File: src/rtl/maxpool_frame_scheduler.sv
// Job-level controller for the StreamingMaxPool kernel: launches one frame at a time over
// ap_ctrl_hs, counts completed frames against a job length and supervises kernel stalls.
module maxpool_frame_scheduler #(
   parameter int FRAME_W = 16,
   parameter int WDT_W   = 16
) (
   input  logic               clock,
   input  logic               reset,
   input  logic [FRAME_W-1:0] cfg_frames,
   input  logic [WDT_W-1:0]   stall_limit,
   input  logic               job_start,
   input  logic               abort,
   output logic               job_busy,
   output logic               job_done,
   output logic               job_error,
   output logic [FRAME_W-1:0] frames_done,
   output logic               ap_start,
   input  logic               ap_ready,
   input  logic               ap_done,
   input  logic               ap_idle,
   input  logic               block_in
);

   typedef enum logic [2:0] {
      S_IDLE,
      S_LAUNCH,
      S_WAIT_DONE,
      S_STOP,
      S_DONE
   } state_t;

   state_t             state_q, state_d;
   logic [FRAME_W-1:0] target_q, target_d;
   logic [WDT_W-1:0]   limit_q, limit_d;
   logic [FRAME_W-1:0] frames_q, frames_d;
   logic [WDT_W-1:0]   wdt_q, wdt_d;
   logic               ap_start_q, ap_start_d;
   logic               job_busy_q, job_busy_d;
   logic               job_done_q, job_done_d;
   logic               job_error_q, job_error_d;

   logic [WDT_W-1:0]   wdt_inc;
   logic [FRAME_W-1:0] frames_inc;
   logic               fault;
   logic               can_count;
   logic               done_evt;
   logic               counted;

   always_comb begin
      state_d     = state_q;
      target_d    = target_q;
      limit_d     = limit_q;
      frames_d    = frames_q;
      wdt_d       = wdt_q;
      job_error_d = job_error_q;
      done_evt    = 1'b0;
      counted     = 1'b0;

      // Saturating stall count; any unblocked cycle restarts the run.
      if (block_in) begin
         wdt_inc = (wdt_q == {WDT_W{1'b1}}) ? wdt_q : wdt_q + WDT_W'(1);
      end else begin
         wdt_inc = '0;
      end
      fault      = (limit_q != '0) && (wdt_inc >= limit_q);
      frames_inc = frames_q + FRAME_W'(1);
      can_count  = (frames_q != target_q);

      case (state_q)
         S_IDLE: begin
            wdt_d = '0;
            if (job_start) begin
               target_d    = cfg_frames;
               limit_d     = stall_limit;
               frames_d    = '0;
               job_error_d = 1'b0;
               state_d     = (cfg_frames == '0) ? S_DONE : S_LAUNCH;
            end
         end

         S_LAUNCH, S_WAIT_DONE: begin
            // A done seen together with ready in LAUNCH completes the frame immediately.
            done_evt = (state_q == S_LAUNCH) ? (ap_ready && ap_done) : ap_done;
            counted  = done_evt && can_count;
            wdt_d    = counted ? '0 : wdt_inc;
            if (counted) begin
               frames_d = frames_inc;
            end
            if (abort || fault) begin
               job_error_d = 1'b1;
               state_d     = S_STOP;
            end else if (counted) begin
               state_d = (frames_inc == target_q) ? S_DONE : S_LAUNCH;
            end else if (state_q == S_LAUNCH && ap_ready) begin
               state_d = S_WAIT_DONE;
            end
         end

         S_STOP: begin
            wdt_d = '0;
            if (ap_done && can_count) begin
               frames_d = frames_inc;
            end
            if (ap_idle) begin
               state_d = S_DONE;
            end
         end

         S_DONE: begin
            state_d = S_IDLE;
         end

         default: begin
            state_d = S_IDLE;
         end
      endcase

      // Outputs are registered images of the next state.
      ap_start_d = (state_d == S_LAUNCH);
      job_busy_d = (state_d != S_IDLE);
      job_done_d = (state_d == S_DONE);
   end

   always_ff @(posedge clock or posedge reset) begin
      if (reset) begin
         state_q     <= S_IDLE;
         target_q    <= '0;
         limit_q     <= '0;
         frames_q    <= '0;
         wdt_q       <= '0;
         ap_start_q  <= 1'b0;
         job_busy_q  <= 1'b0;
         job_done_q  <= 1'b0;
         job_error_q <= 1'b0;
      end else begin
         state_q     <= state_d;
         target_q    <= target_d;
         limit_q     <= limit_d;
         frames_q    <= frames_d;
         wdt_q       <= wdt_d;
         ap_start_q  <= ap_start_d;
         job_busy_q  <= job_busy_d;
         job_done_q  <= job_done_d;
         job_error_q <= job_error_d;
      end
   end

   assign ap_start    = ap_start_q;
   assign job_busy    = job_busy_q;
   assign job_done    = job_done_q;
   assign job_error   = job_error_q;
   assign frames_done = frames_q;

endmodule
File: config.mk
export PLATFORM = sky130hd
export DESIGN_NAME = maxpool_frame_scheduler
export DESIGN_NICKNAME = d
export VERILOG_FILES = /design/src/rtl/maxpool_frame_scheduler.sv
export SDC_FILE = /design/constraint.sdc
export NUM_CORES = 1
export LEC_CHECK = 0
export ABC_CLOCK_PERIOD_IN_PS = 3470
export CAP_MARGIN = 20
export CORE_AREA = 2 2 79 111
export CTS_CLUSTER_SIZE = 16
export DETAILED_ROUTE_END_ITERATION = 12
export DIE_AREA = 0 0 81 113
export HOLD_SLACK_MARGIN = 0.1
export PLACE_DENSITY = 0.85
export SKIP_CTS_REPAIR_TIMING = 1
export SLEW_MARGIN = 20
export SYNTH_ARGS = -nofsm -noshare
export SYNTH_HDL_FRONTEND = slang
export SYNTH_SLANG_ARGS = --single-unit
File: constraint.sdc
create_clock -name clock -period 3.47 [get_ports clock]
set_clock_uncertainty 0.15 [all_clocks]
set_input_delay 0.694 -clock clock [delete_from_list [all_inputs] [get_ports clock]]
set_output_delay 0.694 -clock clock [all_outputs]
set_load 0.005 [all_outputs]
==> results of run 1 <==
-- metal layers --
layer  track usage (%)  wire [µm]
met5                 0          0
met4              14.4        550
met3              5.42        527
met2              46.7       6070
met1              28.0       4160
-- registers in the layout, indices dropped and copies added, names as in the netlist --
register,cells
job_error,1
job_done,1
state_q,3
job_busy,1
target_q,16
limit_q,16
frames_done,16
wdt_q,16
ap_start,1
-- cell usage in the layout, fill, tap and decap left out, types with 4 or more instances in the layout --
master,netlist,layout
dfrtp_1,71,71
clkdlybuf4s50_1,0,59
nand2_1,46,45
nor2_1,42,40
o21ai_0,30,30
xor2_1,24,24
inv_1,23,22
ha_1,18,18
xnor2_1,17,17
mux2_2,17,17
nor4_1,15,15
nand3_1,15,15
buf_4,2,15
a21oi_1,13,12
nand4_1,11,11
nor3_1,12,11
a22o_1,10,10
clkbuf_16,0,9
and2_1,7,7
a31oi_1,7,6
o21ai_1,6,6
and4_1,6,5
a211oi_1,5,5
o211ai_1,4,4
nand2b_1,4,4
-- worst register-to-register path: cells and delay by family (launching register included) --
kind	cells	cell delay [ns]
AO/OA/AOI/OAI	4	1.20
AND/OR/NAND/NOR	6	1.07
flip-flops	1	0.39
buffers and inverters	1	0.22
adder cells (fa/ha/maj)	1	0.14
-- where the power goes --
group / switching [mW] / internal [mW] / total, mW
Sequential: 0.224 / 1.07 / 1.30
Combinational: 0.714 / 0.604 / 1.32
Clock: 0.343 / 0.697 / 1.04
Total: 1.28 / 2.37 / 3.66
-- logic make-up after synthesis --
family                     after synthesis
adders and majority gates               18
AOI/OAI and AO/OA                       98
and+or+nand+nor                        180
buffers and inverters                   41
xor gates and xnor gates                42
DFF                                     71
muxes                                   19
-- path summary, 6_finish.rpt --
check | slack [ns] | cells after the start | start | to
worst max-delay path | 0.20 | 12 | wdt_q[6] | state_q[2]
worst min-delay path | 0.38 | 1 | target_q[7] | target_q[7]
max in group asynchronous | 1.97 | 3 | reset | frames_done[14]
min in group asynchronous | 0.57 | 2 | reset | limit_q[0]
worst min register to register | 0.38 | 1 | target_q[7] | target_q[7]
worst max register to register | 0.20 | 12 | wdt_q[6] | state_q[2]
-- metrics by stage --
step / power, mW / setup slack (ns)
2_1_floorplan: 2.18 / 0.417
3_3_place_gp: 2.54 / 0.203
3_5_place_dp: 2.60 / 0.0998
4_1_cts: 3.66 / 0.0914
5_1_grt: 3.88 / 0.00220
6_report: 3.66 / 0.199
-- layout make-up --
| class | count | area [µm²] |
|---|---|---|
| clock inverter | 4 | 95.1 |
| timing repair buffer | 75 | 723 |
| tap | 102 | 128 |
| sequential | 71 | 1780 |
| inverter | 24 | 90.1 |
| multi-input combinational | 357 | 2450 |
| clock buffer | 11 | 233 |
| fill | 634 | 2610 |
==> flow_summary.json, run 1 <==
{
  "required_ns": 3.55,
  "syn_avg_cell_area_um2": 9.31,
  "yosys.cell_count.top_type": "dfrtp_1",
  "end_kind": "flip-flop",
  "clk_pin_slew_ns": 0.06,
  "timing.final.crit_share_pct": 94.3,
  "synth_ff_type": "dfrtp_1",
  "ys_types": 61,
  "die_h_um": 113,
  "max_stage_delay_ns": 0.41,
  "wl_per_cell_um": 17.6,
  "synth_top_area_share_pct": 40.7,
  "htreeDepth": 3,
  "grt_first_pass_wirelength_um": 18300,
  "ir_drop_mv": 0.446,
  "synth_top_area_cell": "dfrtp_1",
  "drv_slew": 0,
  "syn-num-nets": 527,
  "areaGrowthSynthToFinish_pct": 25.9,
  "core_um2": 8100,
  "cts_buffer_depth": 2,
  "synthArstFlopShare_pct": 100,
  "via_per_inst": 6.11,
  "die-width_um": 81,
  "yosys.area_share.simple_pct": 21.6,
  "yosys.area_share.adder_pct": 5.16,
  "yosysWarningCount": 0,
  "drt_pass1_iterations": 6,
  "final_core_util_pct": 67.8,
  "synth.yosys.seq_area_share_pct": 40.7,
  "clock_latency_ns": 0.34,
  "fin_crit_ns": 3.27,
  "synthXorXnorAreaFrac_pct": 8.77,
  "grt_antenna_before_repair": 0,
  "dieArea_um2": 9150,
  "setup_viol": 0,
  "fin_setup_tns_ns": 0,
  "start_util_pct": 53.9,
  "cts.sinks": 71,
  "hp-class": "reg2reg",
  "rsz0062_at_grt": "no",
  "path_cells": "and4_4, nand4_1, buf_4, o41ai_1, o311a_1, ha_1, nand4_1, nor3_1, nor3_2, a31oi_2, nor2_1, a41o_1",
  "post_dp_cell_area_um2": 5130,
  "tightestPinTransition_ns": 0.846,
  "clock.fmax_mhz": 306,
  "detailed_place_hpwl_um": 8370,
  "synth.mux.area_fraction_pct": 4.85,
  "n_antenna_cell": 0,
  "p_leak_nw": 2.31,
  "cpMaxStageDelayCell": "o41ai_1",
  "io_pins": 60,
  "rows": 39,
  "netlist_area_um2": 4360,
  "grt_max_degree": 50,
  "dp.cells": 628,
  "postSynthCellCount": 469,
  "overflow": 0,
  "grt_use_total_pct": 26.1,
  "start_kind": "flip-flop",
  "crit_arrival_ns": 3.35,
  "synth_compound_area_share_pct": 15.2,
  "hold_ws_ns": 0.378,
  "drt_iter0_drc": 231,
  "powerDensity_nw_per_um2": 665,
  "synth-edff-count": 0,
  "num_vias": 3934,
  "cts_tree": "yes",
  "slew_headroom_pct": 43.3,
  "status": "complete, no violations",
  "cp.buffers_inverters": 1,
  "cp_top_family": "compound AO/OA/AOI/OAI gates",
  "cts_root_buffer": "clkbuf_16",
  "io_buffers": 59,
  "globalplace.congestion": 0.936,
  "finalInstanceArea_um2": 5500,
  "grt_pass1_vias": 3918,
  "ys_ff_latch": 71,
  "synthTopCellsByCount": "dfrtp_1, nand2_1, nor2_1",
  "instances_no_fill": 644,
  "crit_top_cell": "nand4_1",
  "ant_nets": 0,
  "cp_max_fo": 6,
  "numCtsBuffers": 9,
  "hold_viol_final": 0,
  "maxCapViolCount": 0,
  "drc": 0,
  "critPathKind": "reg2reg",
  "drive_above_1_share_pct": 12.7,
  "synth.area.top_cells": "dfrtp_1, ha_1, xor2_1",
  "drt_wl_total_um": 11300,
  "synth_top_family_by_area": "simple AND/OR/NAND/NOR gates",
  "final_nets": 596
}
Power figures use the tool's default switching activity.
==> inputs of run 2 (changes only) <==
Settings changed: SETUP_SLACK_MARGIN set to 0.5.
==> flow_summary.json, run 2 (same netlist as run 1, synthesis figures left out) <==
{
  "status": "complete, no violations",
  "cts_tree": "yes",
  "wl_per_cell_um": 18.3,
  "dp_slack_ns": 0.00675,
  "n_antenna_cell": 0,
  "finalInstanceArea_um2": 5500,
  "cts_buffer_depth": 2,
  "powerDensity_nw_per_um2": 649,
  "io_buffers": 59,
  "seq_power_share_pct": 36.5,
  "p_total_mw": 3.57,
  "cts_root_buffer": "clkbuf_16",
  "fill_cells": 622,
  "grt_use_total_pct": 26.4,
  "detailed_place_hpwl_um": 8490,
  "cp_max_fo": 6,
  "timing.final.crit_share_pct": 97.7,
  "num_vias": 3994,
  "critPathKind": "reg2reg",
  "hp-class": "reg2reg",
  "clock_latency_ns": 0.34,
  "hold_viol_final": 0,
  "htreeDepth": 3,
  "p_leak_nw": 2.29,
  "required_ns": 3.55,
  "rows": 39,
  "p_switching_mw": 1.31,
  "end_kind": "flip-flop",
  "cts.sinks": 71,
  "post_dp_cell_area_um2": 5070,
  "areaGrowthSynthToFinish_pct": 26.1,
  "power_frac_clock_pct": 25.6,
  "grt_pass1_vias": 4035,
  "overflow": 0,
  "ir_drop_mv": 0.450,
  "start_kind": "flip-flop",
  "die_h_um": 113,
  "fin_crit_ns": 3.39,
  "numCtsBuffers": 9,
  "clk_pin_slew_ns": 0.06,
  "drt_pass1_iterations": 5,
  "final_nets": 592,
  "p_int_mw": 2.26,
  "p_comb_share_pct": 37.8,
  "final_common_cell": "dfrtp_1",
  "drt_iter0_drc": 295,
  "drt_wl_total_um": 11800,
  "grt_first_pass_wirelength_um": 18600,
  "grt_max_degree": 43,
  "tightestPinTransition_ns": 0.651,
  "maxCapViolCount": 0,
  "core_um2": 8100,
  "io_pins": 60,
  "drv_slew": 0,
  "swShare_pct": 36.6,
  "via_per_inst": 6.23,
  "die-width_um": 81,
  "rsz0062_at_grt": "yes",
  "globalplace.congestion": 0.931,
  "grt_antenna_before_repair": 0,
  "drive_above_1_share_pct": 13.9,
  "dieArea_um2": 9150,
  "start_util_pct": 53.9,
  "layout_common_cells": "dfrtp_1, clkdlybuf4s50_1, nand2_1",
  "crit_arrival_ns": 3.47,
  "setup_viol": 0,
  "ant_nets": 0,
  "drc": 0,
  "fin_ws_ns": 0.0801,
  "slew_headroom_pct": 56.5,
  "clock.fmax_mhz": 295
}
[run 2: cell types whose count changed in the layout (fill, tap and decap cells not counted), moves of 2 or more]
cell	delta
a211oi_1	-2
a211oi_2	+2
buf_4	-4
nor3_2	+2
a21oi_1	-2
nor3_1	-2
bufinv_16	-2
[run 2: worst paths after layout]
kind                       slack [ns]  cells past startpoint        endpoint        start
min in group asynchronous        0.62                      2  frames_done[6]        reset
hold / removal                   0.37                      1     target_q[3]  target_q[3]
hold reg to reg                  0.37                      1     target_q[3]  target_q[3]
max in group asynchronous        1.88                      3        wdt_q[3]        reset
setup / recovery                 0.08                     14      state_q[1]     wdt_q[4]
setup reg to reg                 0.08                     14      state_q[1]     wdt_q[4]
[run 2: cell type report]
type / count / area [µm²] / area share, %
Clock inverter: 3 / 42.5 / 0.773
Tap cell: 102 / 128 / 2.32
Multi-Input combinational cell: 357 / 2520 / 45.8
Clock buffer: 13 / 250 / 4.55
Timing Repair Buffer: 71 / 693 / 12.6
Inverter: 24 / 90.1 / 1.64
Sequential cell: 71 / 1780 / 32.3
[run 2: power by group through the flow]
stage          logic, mW  registers (mW)  clock network, mW
2_1_floorplan      0.942            1.24                  0
5_1_grt             1.49            1.33              0.963
6_report            1.35            1.30              0.915
3_3_place_gp        1.24            1.29                  0
3_5_place_dp        1.30            1.31                  0
4_1_cts             1.31            1.29              0.925
[run 2: through the flow]
stage | setup TNS, ns | hold WS (ns) | utilization [%] | cells
2_1_floorplan | 0 | 0.329 | - | 469
3_3_place_gp | 0 | 0.363 | 62.6 | 619
3_5_place_dp | 0 | 0.366 | 62.6 | 619
4_1_cts | 0 | 0.377 | 66.2 | 635
5_1_grt | -0.356 | 0.389 | 67.9 | 641
6_report | 0 | 0.374 | 67.9 | 641
[run 2: worst max-delay path, stage by stage (launching register included)]
cell      delay (ns)
dfrtp_1         0.42
and4_4          0.27
nand4_1         0.26
nor2_2          0.24
nand3_2         0.16
a311oi_2        0.30
a211oi_2        0.07
ha_1            0.33
a211oi_2        0.19
nor2_1          0.08
nor3_2          0.26
a31oi_4         0.16
a21oi_2         0.17
nor2_1          0.06
o21a_1          0.17
[run 2: routing by layer]
metal | track usage (%) | part of all wire (%) | up-vias
met5 | 0 | 0 | -
met4 | 16.6 | 4.9 | 0
met3 | 5.18 | 5.4 | 45
met2 | 45.2 | 53 | 183
met1 | 29.3 | 36 | 1930
li1 | - | - | 1836
==> inputs of run 3 (changes only) <==
Settings changed: SLEW_MARGIN 20 to unset.
==> results of run 3 <==
Final layout, timing and power as in run 2 (identical DEF).
